File: src/rtl/pixel_clip_fifo.sv
// rtl/pixel_clip_fifo.sv - clips engine pixels to the visible screen and buffers survivors for the VGA adapter
//
// Purpose:
//   Sits between the circle drawing engine and the VGA adapter. Pixels that
//   fall outside the SCREEN_W x SCREEN_H window are counted and discarded.
//   In-range pixels are queued in a DEPTH-entry first-word-fall-through FIFO
//   and offered to the adapter with a plot/ready handshake. The engine cannot
//   be stalled, so a pixel that arrives while the FIFO is full (and nothing
//   leaves in the same cycle) is dropped and the sticky overflow flag is set.
//
// Ports:
//   clk, rst_n            clock, asynchronous active-low reset
//   clear                 synchronous clear of FIFO, clip_count and overflow
//   in_x/in_y/in_colour   pixel from the engine, qualified by in_plot
//   out_x/out_y/out_colour head pixel, qualified by out_plot
//   out_ready             adapter takes the head when out_plot is high
//   fifo_full/fifo_empty  occupancy flags
//   clip_count            saturating count of clipped pixels
//   overflow              sticky flag for pixels lost to a full FIFO

module pixel_clip_fifo #(
  parameter int DEPTH    = 8,
  parameter int SCREEN_W = 160,
  parameter int SCREEN_H = 120
) (
  input  logic        clk,
  input  logic        rst_n,
  input  logic        clear,
  input  logic [7:0]  in_x,
  input  logic [6:0]  in_y,
  input  logic [2:0]  in_colour,
  input  logic        in_plot,
  output logic [7:0]  out_x,
  output logic [6:0]  out_y,
  output logic [2:0]  out_colour,
  output logic        out_plot,
  input  logic        out_ready,
  output logic        fifo_full,
  output logic        fifo_empty,
  output logic [15:0] clip_count,
  output logic        overflow
);

  localparam int AW = (DEPTH > 1) ? $clog2(DEPTH) : 1;

  // One extra bit on each limit so SCREEN_W = 256 / SCREEN_H = 128 still
  // compare correctly against the full-width inputs.
  localparam logic [8:0]  X_LIMIT  = 9'(SCREEN_W);
  localparam logic [7:0]  Y_LIMIT  = 8'(SCREEN_H);
  localparam logic [AW:0] FULL_CNT = (AW + 1)'(DEPTH);

  typedef enum logic {
    S_EMPTY,
    S_NON_EMPTY
  } occ_state_t;

  logic [17:0]   mem [DEPTH];
  logic [AW-1:0] wr_ptr;
  logic [AW-1:0] rd_ptr;
  logic [AW:0]   count;
  logic [AW:0]   count_next;
  occ_state_t    state;

  logic in_range;
  logic push_req;
  logic push;
  logic pop;
  logic drop;
  logic clip;

  assign in_range = ({1'b0, in_x} < X_LIMIT) && ({1'b0, in_y} < Y_LIMIT);

  assign fifo_full  = (count == FULL_CNT);
  assign fifo_empty = (count == '0);
  assign out_plot   = (state == S_NON_EMPTY);

  // Fall-through: the head entry is read straight out of the array, so a
  // pixel written at edge k is on out_* right after that edge.
  assign {out_x, out_y, out_colour} = mem[rd_ptr];

  assign pop      = out_plot && out_ready;
  assign push_req = in_plot && in_range;
  // A full FIFO still accepts a pixel when the head leaves in the same cycle.
  assign push     = push_req && (!fifo_full || pop);
  assign drop     = push_req && fifo_full && !pop;
  assign clip     = in_plot && !in_range;

  always_comb begin
    count_next = count;
    if (push && !pop) begin
      count_next = count + 1'b1;
    end else if (pop && !push) begin
      count_next = count - 1'b1;
    end
  end

  always_ff @(posedge clk or negedge rst_n) begin
    if (!rst_n) begin
      for (int i = 0; i < DEPTH; i++) begin
        mem[i] <= '0;
      end
      wr_ptr     <= '0;
      rd_ptr     <= '0;
      count      <= '0;
      state      <= S_EMPTY;
      clip_count <= '0;
      overflow   <= 1'b0;
    end else if (clear) begin
      wr_ptr     <= '0;
      rd_ptr     <= '0;
      count      <= '0;
      state      <= S_EMPTY;
      clip_count <= '0;
      overflow   <= 1'b0;
    end else begin
      if (push) begin
        mem[wr_ptr] <= {in_x, in_y, in_colour};
        wr_ptr      <= wr_ptr + 1'b1;
      end
      if (pop) begin
        rd_ptr <= rd_ptr + 1'b1;
      end
      count <= count_next;
      state <= (count_next == '0) ? S_EMPTY : S_NON_EMPTY;
      if (clip && (clip_count != 16'hFFFF)) begin
        clip_count <= clip_count + 16'd1;
      end
      if (drop) begin
        overflow <= 1'b1;
      end
    end
  end

endmodule

File: config.mk
export PLATFORM = sky130hd
export DESIGN_NAME = pixel_clip_fifo
export DESIGN_NICKNAME = d
export VERILOG_FILES = /design/src/rtl/pixel_clip_fifo.sv
export SDC_FILE = /design/constraint.sdc
export NUM_CORES = 1
export LEC_CHECK = 0
export BUFFER_PORTS_ARGS = -buffer_cell sky130_fd_sc_hd__buf_4
export CORE_ASPECT_RATIO = 1.4
export CORE_UTILIZATION = 40
export CTS_BUF_LIST = sky130_fd_sc_hd__clkbuf_4 sky130_fd_sc_hd__clkbuf_8
export DETAILED_ROUTE_END_ITERATION = 10
export PLACE_DENSITY = 0.57
export SYNTH_ARGS = -nofsm -noshare
export SYNTH_HDL_FRONTEND = slang
export SYNTH_SLANG_ARGS = --single-unit
File: constraint.sdc
create_clock -name clk -period 3.26 [get_ports clk]
set_input_delay 0.652 -clock clk [delete_from_list [all_inputs] [get_ports clk]]
set_output_delay 0.652 -clock clk [all_outputs]
set_load 0.05 [all_outputs]
==> summary.md, run 1 <==
| Metric | Value |
|---|---|
| Worst slack, placed | `376 ps` |
| Crit Path Max Fanout | `16` |
| Post-Synthesis Cells | `536` |
| Register bit count reported by yosys | `172` |
| Vias in the first global route | `5043` |
| Core area | `19800 um^2` |
| Syn Nets | `564` |
| Residual antenna-violating net count after detailed routing | `0` |
| Ports | `61` |
| Fill count | `1813` |
| RePlAce Congestion | `0.734` |
| Post-Route Setup TNS | `0 ps` |
| TritonCTS clock tree | `yes` |
| Cell with the most instances after synthesis | `dfrtp_1` |
| Post-synth ARST share | `1.00` |
| Post-synth EDFFs | `0` |
| Syn. warnings | `0` |
| Htree depth | `4` |
| Clk_lat worst skew | `450 ps` |
| CP Data Required Time | `2610 ps` |
| CTS clk-pin slew, worst paths | `80 ps` |
| First-pass GRT wire length | `28000 um` |
| DR vias/cell | `5.37` |
| Worst setup path category | `reg -> out` |
| Fin worst setup slack | `397 ps` |
| Critical Path Source Type | `flop` |
| Crit path DAT | `2210 ps` |
| Worst reg2reg startpoint | `count[0]` |
| Die W | `122 um` |
| Non-filler instance count after layout | `869` |
| Post-Place Cells | `837` |
| Sequential area share after synthesis | `0.533` |
| Period Utilization, post-route | `0.878` |
| R2R setup slack | `640 ps` |
| Drc violations | `0` |
| PortBufs | `60` |
| Relative slew slack | `0.537` |
| Postcts setup bufs | `0` |
| Final hold violations | `0` |
| CP endpoint kind | `output port` |
| Netlist Area Pre-Place | `8070 um^2` |
| Outcome | `completed` |
| Hold slack | `135 ps` |
| Die height | `170 um` |
| Initial Util | `0.407` |
| M3 GR Usage | `0.0379` |
| Detailed Route WL | `17000 um` |
| GR Util All Layers | `0.181` |
| Final slew viol count | `0` |
| Net count, final | `632` |
| Internal power | `4060 uW` |
| Largest net degree at the start of global routing | `69` |
| Post-DP HPWL | `11100 um` |
| GR Util met2 | `0.311` |
| Top cell type's share of synthesized area | `0.533` |
| Comb pwr share | `0.304` |
| Pwr per Cell Area | `646 nW/um^2` |
| LEAKAGE | `0.00437 uW` |
| Cts repair resizes | `0` |
| Reg-to-Reg End | `mem[71]` |
| Post-synth top cells | `172 x dfrtp_1, 123 x mux2_2, 36 x mux4_2, 29 x mux2_1, 23 x nor2_1` |
| Top cells by area, synth | `dfrtp_1 53%, mux2_2 17%, mux4_2 10%` |
| Vias | `4667` |
| RSZ-0062 raised after global routing | `false` |
| Share of layout cells above drive strength 1 | `0.472` |
| Peak supply drop | `0.346 mV` |
| GR Layer Usage met1 | `0.228` |
| # clock sinks | `172` |
| Sequential power share | `0.434` |
| Setup crit end | `out_y[5]` |
| Grt ovf | `0` |
| Iteration-0 DRC Markers | `258` |
| Die area | `20800 um^2` |
| Max-Cap Viols | `0` |
| Synth unique cells | `51` |
| Setup-failing EPs final | `0` |
| Power share of the clock group | `0.261` |
| Ant diodes | `0` |
| Top_reg_cell synth | `dfrtp_1` |
| Worst R2R Path Depth | `8` |
| Most Crowded Layer GR | `met2` |
| Final Critical Period | `2860 ps` |
| Skew final | `12.1 ps` |
| Area leader, netlist | `dfrtp_1` |
| Min-delay worst type | `in -> async` |
| Avg Synthesized Cell Area | `15.1 um^2` |
| Clock Tree Buf Depth | `2` |
| Initial antenna violation count | `0` |
| Psw | `1930 uW` |
| Row cnt | `61` |
| F_max | `349 MHz` |
| CTS buffer count | `17` |
| Sw Ratio | `0.323` |
| Root Driver | `clkbuf_8` |
| Area grow syn2layout | `14.9%` |
| Worst slew pin tran | `695 ps` |
| Post-CTS Hold Fix Bufs | `0` |
| Routed len/inst | `19.6 um` |
| TritonRoute pass-1 iters | `5` |
| CP startpoint | `rd_ptr[0]` |
==> per-stage QoR <==
step | utilization | cell area, um^2 | power (uW)
CTS | 0.467 | 9270 | 6080
global placement | 0.446 | 8850 | 4450
finish | 0.467 | 9270 | 5990
detailed placement | 0.446 | 8850 | 4510
floorplan | - | 8070 | 3970
global route | 0.467 | 9270 | 6310
==> worst max-delay path, stage by stage, from the launching register on <==
cell     delay, ps
dfrtp_2        380
buf_4          320
mux4_2         560
mux2_2         300
buf_4          190
==> flip-flops by register name, indices dropped and copies added, names as in the netlist <==
signal,cells
count,4
mem,144
overflow,1
out_plot,1
clip_count,16
wr_ptr,3
rd_ptr,3
==> cell families (layout without fill, tap and decap cells) <==
group / count (synthesis) / count (layout) / synth area share
flip-flops: 172 / 172 / 0.533
AND/OR/NAND/NOR: 81 / 81 / 0.0614
XOR/XNOR: 17 / 17 / 0.0184
multiplexers: 199 / 199 / 0.332
AO/OA/AOI/OAI: 29 / 29 / 0.0236
adder cells (fa/ha/maj): 5 / 5 / 0.00775
buffers and inverters: 33 / 114 / 0.0233
==> layout by cell type, fill, tap and decap left out, types with 2 or more instances in the layout <==
cell,n
xnor2_1,8
nor3_1,5
a21oi_1,9
or3_1,4
xor2_1,9
nand3_1,5
clkbuf_4,2
nor2_1,23
nand3b_4,2
o211ai_1,4
mux2_4,10
mux4_2,36
nor3b_4,2
clkbuf_8,22
mux2_2,123
mux2_1,29
and4_1,2
buf_12,3
clkinv_4,2
ha_1,5
buf_4,72
clkinvlp_4,4
bufinv_16,2
o21ai_0,7
dfrtp_1,171
nand4_1,4
nand2_1,19
and2_1,2
inv_1,6
==> layout make-up <==
| type | instances | area (um^2) | share of cell area |
|---|---|---|---|
| Clock buffer | 24 | 318 | 0.0343 |
| Sequential cell | 172 | 4310 | 0.464 |
| Clock inverter | 8 | 108 | 0.0116 |
| Timing Repair Buffer | 76 | 612 | 0.0660 |
| Tap cell | 252 | 315 | 0.0340 |
| Inverter | 6 | 22.5 | 0.00243 |
| Multi-Input combinational cell | 331 | 3590 | 0.387 |
==> power by group through the flow <==
stage	clock [uW]	combinational, uW	sequential (uW)
detailed placement	0	1850	2650
global placement	0	1830	2620
global route	1700	1960	2650
finish	1560	1830	2600
CTS	1610	1860	2610
floorplan	0	1360	2610
==> per-layer routing <==
layer  part of all wire  routed length, um  vias to the layer above
met3              0.030                510                       12
met5                  0                  0                        -
met2               0.54               9270                       68
li1                   -                  -                     2107
met1               0.42               7070                     2480
met4              0.011                182                        0
==> worst min-delay path by stage <==
stage | endpoint | cells past startpoint
after CTS | mem[134] | 1
after global routing | mem[114] | 1
final | mem[81] | 1
after floorplan | clip_count[0] | 0
after global placement | mem[63] | 1
after detailed placement | mem[103] | 1
Power figures use the tool's default switching activity.
==> inputs of run 2 (changes only) <==
REMOVE_ABC_BUFFERS = 1   (was unset)
==> run 2 against run 1 <==
Effect of this change:
- fmax up 1.5%
- die area unchanged
- non-clock buffer count down 3
- critical path depth unchanged
- design area down 0.40%
- sequential cell count unchanged
- sequential power about the same
- combinational power about the same
- hold slack better by 19 ps
- register-to-register slack worse by 40 ps
- critical endpoint is now out_x[7]
==> summary.md, run 2 (synthesis results as in run 1) <==
| Metric | Value |
|---|---|
| Share of layout cells above drive strength 1 | `0.469 (-0.00258)` |
| Row cnt | `61 (unchanged)` |
| Worst setup path category | `reg -> out` |
| TritonRoute pass-1 iters | `4 (-1)` |
| Fill count | `1811 (-0.11%)` |
| Ant diodes | `0 (unchanged)` |
| GR Util All Layers | `0.177 (-0.00400)` |
| Most frequent cells in the layout | `171 x dfrtp_1, 123 x mux2_2, 68 x buf_4` |
| Clock Tree Buf Depth | `2 (unchanged)` |
| Vias | `4679 (+0.26%)` |
| Critical Path Source Type | `flop` |
| Vias in the first global route | `5077 (+0.67%)` |
| Worst reg2reg startpoint | `count[0]` |
| Area grow syn2layout | `14.4%` |
| Htree depth | `4 (unchanged)` |
| Die area | `20800 um^2 (unchanged)` |
| Crit-path cells | `buf_12 > mux4_2 > mux2_2 > buf_4` |
| Biggest regs | `mem (144), clip_count (16), count (4)` |
| Post-CTS Hold Fix Bufs | `0 (unchanged)` |
| Setup-failing EPs final | `0 (unchanged)` |
| Iteration-0 DRC Markers | `242 (-6.2%)` |
| Worst slew pin tran | `609 ps (-85.7 ps)` |
| Drc violations | `0 (unchanged)` |
| Final slew viol count | `0 (unchanged)` |
| RSZ-0062 raised after global routing | `false` |
| Critical path's slowest cell | `mux4_2` |
| Most common cell after layout, fill and taps aside | `dfrtp_1` |
| CP startpoint | `rd_ptr[0]` |
| Biggest register | `mem` |
| CTS buffer count | `17 (unchanged)` |
| Period Utilization, post-route | `0.865 (-0.0128)` |
| Min-delay worst type | `in -> async` |
| Post-DP HPWL | `10500 um (-5.4%)` |
| Final Critical Period | `2820 ps (-41.6 ps)` |
| Initial antenna violation count | `0 (unchanged)` |
| Crit-path leading delay family | `multiplexers` |
| Crit path DAT | `2170 ps (-40 ps)` |
| Grt ovf | `0 (unchanged)` |
| Peak supply drop | `0.568 mV (+64%)` |
| Ports | `61 (unchanged)` |
| Clk_lat worst skew | `450 ps (about the same)` |
| Relative slew slack | `0.592 (+0.0554)` |
| Max-Cap Viols | `0 (unchanged)` |
| First-pass GRT wire length | `27700 um (-1.2%)` |
| TritonCTS clock tree | `yes` |
| Routed len/inst | `19.1 um (-2.6%)` |
| Post-Route Setup TNS | `0 ps (unchanged)` |
| Pwr per Cell Area | `645 nW/um^2 (-0.28%)` |
| Cts repair resizes | `0 (unchanged)` |
| RePlAce Congestion | `0.744 (+1.3%)` |
| Net count, final | `629 (-0.47%)` |
| Max reg flops | `144 (unchanged)` |
| Crit-path max cell delay | `570 ps (about the same)` |
| CP Data Required Time | `2610 ps (about the same)` |
| LEAKAGE | `0.00435 uW (-0.41%)` |
| Skew final | `14.4 ps (+2.24 ps)` |
| DR vias/cell | `5.40 (+0.60%)` |
| Postcts setup bufs | `0 (unchanged)` |
| PortBufs | `60 (unchanged)` |
| Buf+Inv Stages, Crit Path | `2 (unchanged)` |
| Residual antenna-violating net count after detailed routing | `0 (unchanged)` |
| Crit Path Max Fanout | `28 (+12)` |
| Detailed Route WL | `16500 um (-3.0%)` |
| Outcome | `completed` |
| Largest net degree at the start of global routing | `74 (+7.2%)` |
| F_max | `354 MHz (+1.5%)` |
| # clock sinks | `172 (unchanged)` |
| CP endpoint kind | `output port` |
| Multi-input logic area | `3580 um^2 (-0.35%)` |
| Die W | `122 um (unchanged)` |
| Initial Util | `0.407 (unchanged)` |
| CTS clk-pin slew, worst paths | `80 ps (about the same)` |
| Root Driver | `clkbuf_8` |
| R2R setup slack | `600 ps (-40 ps)` |
| FF+latch area | `4310 um^2 (unchanged)` |
| Power consumption | `5950 uW (-0.68%)` |
| Die height | `170 um (unchanged)` |
| Final hold violations | `0 (unchanged)` |
| Final Util | `0.465 (-0.00189)` |
| Core area | `19800 um^2 (unchanged)` |
[run 2: cell types whose count changed in the layout (fill, tap and decap cells not counted), sizes merged]
| cell | delta |
|---|---|
| clkbuf | -2 |
| buf | -3 |
| clkinv | +2 |
[run 2: final cells by class]
cell class	instances	area share
clock buffers	22	0.0321
well taps	252	0.0341
inverters	6	0.00244
repair buffers	73	0.0652
flip-flops and latches	172	0.466
clock inverters	10	0.0123
multi-input cells	331	0.388
[run 2: report_power, final]
part / switching, uW / internal, uW / total, uW
clock network: 758 / 768 / 1530
registers: 170 / 2440 / 2610
logic: 997 / 824 / 1820
[run 2: stage by stage]
stage	cell area, um^2	cells	hold WS (ps)	setup slack [ps]
finish	9240	866	154	439
global route	9240	866	170	335
CTS	9240	866	140	358
detailed placement	8820	834	469	404
global placement	8820	834	462	443
floorplan	7910	509	356	2.65
[run 2: final timing paths]
path / endpoint / cells past startpoint
max in group asynchronous: mem[55] / 2
min in group clk: wr_ptr[1] / 2
worst min-delay path: mem[87] / 1
worst min register to register: mem[99] / 1
worst max-delay path: out_x[7] / 4
worst max register to register: mem[68] / 8
[run 2: per-layer routing]
metal,up-vias,GRT usage,share of wire
met3,10,0.0345,0.032
met2,85,0.301,0.52
met1,2481,0.228,0.43
li1,2103,-,-
met4,0,0.0498,0.0093
met5,-,0,0
[run 2: worst register-to-register path: cells and delay by family, from the launching register on]
| family | cells | cell delay [ps] |
|---|---|---|
| flip-flops | 1 | 440 |
| AND/OR/NAND/NOR | 4 | 1090 |
| adder cells (fa/ha/maj) | 1 | 230 |
| multiplexers | 1 | 380 |
| buffers and inverters | 2 | 420 |
==> inputs of run 3 (changes only) <==
ABC_CLOCK_PERIOD_IN_PS = 3260   (was unset)
CORE_MARGIN = 2   (was unset)
SLEW_MARGIN = 20   (was unset)
==> run 3 against run 2 <==
Effect of this change:
- global-route usage is 0.53 points lower
- worst setup slack improved by 16 ps
- critical path depth is the same
- via count decreased by 0.36%
- fmax grew 0.59%
- sequential share of layout area is 0.095 points higher
- register-to-register slack improved by 60 ps
- combinational power is essentially flat
- utilization fell by 0.095 points
- clock-buffer cell count is 2 higher
- die area rose by 2.8%
- critical path type unchanged
- critical endpoint is now out_y[3]
- highest routed layer is now met5
==> summary.md, run 3 (synthesis results as in run 1) <==
| Metric | Value |
|---|---|
| Outcome | `completed` |
| Routed len/inst | `19.4 um (+1.7%)` |
| CP startpoint | `rd_ptr[0]` |
| DR vias/cell | `5.38 (-0.48%)` |
| Setup-failing EPs final | `0 (unchanged)` |
| First-pass GRT wire length | `27400 um (-0.85%)` |
| # clock sinks | `172 (unchanged)` |
| Fill count | `1794 (-0.94%)` |
| RSZ-0062 raised after global routing | `false` |
| Share of layout cells above drive strength 1 | `0.470 (+0.000863)` |
| Vias in the first global route | `4972 (-2.1%)` |
| Biggest regs | `mem (144), clip_count (16), count (4)` |
| Ant diodes | `0 (unchanged)` |
| Core area | `19800 um^2 (unchanged)` |
| Hold slack | `242 ps (+88.4 ps)` |
| Period Utilization, post-route | `0.860 (-0.00505)` |
| Grt ovf | `0 (unchanged)` |
| Die height | `172 um (+1.2%)` |
| Residual antenna-violating net count after detailed routing | `0 (unchanged)` |
| CTS clk-pin slew, worst paths | `80 ps (about the same)` |
| Most Crowded Layer GR | `met2` |
| Peak supply drop | `0.370 mV (-35%)` |
| Net count, final | `631 (+0.32%)` |
| Biggest register | `mem` |
| Most frequent cells in the layout | `171 x dfrtp_1, 123 x mux2_2, 71 x buf_4` |
| Vias | `4662 (-0.36%)` |
| Die area | `21300 um^2 (+2.8%)` |
| Worst setup path category | `reg -> out` |
| Final slew viol count | `0 (unchanged)` |
| Drc violations | `0 (unchanged)` |
| Crit path DAT | `2150 ps (-20 ps)` |
| CTS buffer count | `17 (unchanged)` |
| Htree depth | `4 (unchanged)` |
| Critical Path Source Type | `flop` |
| Max-Cap Viols | `0 (unchanged)` |
| RePlAce Congestion | `0.752 (+1.1%)` |
| Skew final | `8.21 ps (-6.16 ps)` |
| PortBufs | `60 (unchanged)` |
| Worst reg2reg startpoint | `count[0]` |
| Most common cell after layout, fill and taps aside | `dfrtp_1` |
| Crit-path max cell delay | `550 ps (-20 ps)` |
| Final hold violations | `0 (unchanged)` |
| GR Util met2 | `0.283 (-0.0179)` |
| Initial Util | `0.407 (unchanged)` |
| Root Driver | `clkbuf_8` |
| Iteration-0 DRC Markers | `143 (-41%)` |
| Post-CTS Hold Fix Bufs | `0 (unchanged)` |
| LEAKAGE | `0.00436 uW (+0.12%)` |
| TritonCTS clock tree | `yes` |
| Ports | `61 (unchanged)` |
| CP Data Required Time | `2610 ps (about the same)` |
| Post-Route Setup TNS | `0 ps (unchanged)` |
| GR Layer Usage met1 | `0.219 (-0.00875)` |
| Final Critical Period | `2800 ps (-16.5 ps)` |
| Clk_lat worst skew | `450 ps (about the same)` |
| Crit Path Max Fanout | `12 (-57%)` |
| Die W | `124 um (+1.6%)` |
| Crit-path cells | `buf_4 > mux4_2 > mux2_2 > buf_4` |
| Critical path's slowest cell | `mux4_2` |
| Row cnt | `61 (unchanged)` |
| Non-filler instance count after layout | `867 (+0.12%)` |
| Clock Tree Buf Depth | `2 (unchanged)` |
| Worst slew pin tran | `735 ps (+125 ps)` |
| Cts repair resizes | `0 (unchanged)` |
| Postcts setup bufs | `0 (unchanged)` |
| Most used cell along the critical path | `buf_4` |
| R2R setup slack | `660 ps (+60 ps)` |
| Pwr per Cell Area | `641 nW/um^2 (-0.63%)` |
| Relative slew slack | `0.510 (-0.0818)` |
| Detailed Route WL | `16800 um (+1.8%)` |
| GR Util All Layers | `0.172 (-0.00525)` |
| Post-DP HPWL | `10800 um (+2.7%)` |
| Setup crit end | `out_y[3]` |
| Post-Place Cells | `836 (+0.24%)` |
| F_max | `357 MHz (+0.59%)` |
| Max reg flops | `144 (unchanged)` |
| CP endpoint kind | `output port` |
| Area grow syn2layout | `14.2%` |
| Worst R2R Path Depth | `8 (unchanged)` |
| Min-delay worst type | `in -> async` |
| Initial antenna violation count | `1 (+1)` |
| Reg-to-Reg End | `mem[71]` |
| Largest net degree at the start of global routing | `82 (+11%)` |
| TritonRoute pass-1 iters | `4 (unchanged)` |
| M3 GR Usage | `0.0419 (+0.00737)` |
run 3: changes by cell type in the layout (fill, tap and decap cells not counted):
cell,delta
buf_12,-1
buf_4,+3
clkbuf_4,+4
clkbuf_8,-2
clkinv_4,-1
clkinvlp_4,-2
run 3: routing by layer:
layer,vias to the layer above,part of all wire
li1,2105,-
met1,2450,0.43
met2,83,0.51
met3,22,0.038
met4,2,0.018
met5,-,0.00077
run 3: area by class of cell:
type | count | area, um^2 | share of cell area
Sequential cell | 172 | 4310 | 0.467
Multi-Input combinational cell | 331 | 3580 | 0.388
Timing Repair Buffer | 75 | 604 | 0.0656
Tap cell | 252 | 315 | 0.0342
Clock buffer | 24 | 299 | 0.0324
Clock inverter | 7 | 90.1 | 0.00977
Inverter | 6 | 22.5 | 0.00244
run 3: worst min-delay path by stage:
stage / slack (ps) / to
after floorplan: 360 / clip_count[0]
after global routing: 260 / count[2]
after CTS: 250 / count[2]
after detailed placement: 470 / mem[58]
after global placement: 460 / mem[102]
final: 240 / count[2]
run 3: stage by stage:
stage                     cell area [um^2]  power [uW]  setup WS [ps]   util
after floorplan                       7910        3950           2.65      -
after global placement                8830        4440            489  0.445
after detailed placement              8830        4500            426  0.445
after CTS                             9220        5990            390  0.464
after global routing                  9220        6220            360  0.464
final                                 9220        5900            455  0.464
run 3: critical path, delay by kind of cell (launching register included):
family   cells  cell delay [ps]
mux          2              840
buf+inv      2              470
flops        1              390
run 3: power breakdown:
| part | internal (uW) | leakage, uW | total [uW] | switching (uW) |
|---|---|---|---|---|
| clock | 756 | 0.000200 | 1480 | 721 |
| combinational | 824 | 0.00185 | 1820 | 998 |
| sequential | 2440 | 0.00231 | 2600 | 168 |
| total | 4020 | 0.00436 | 5900 | 1890 |
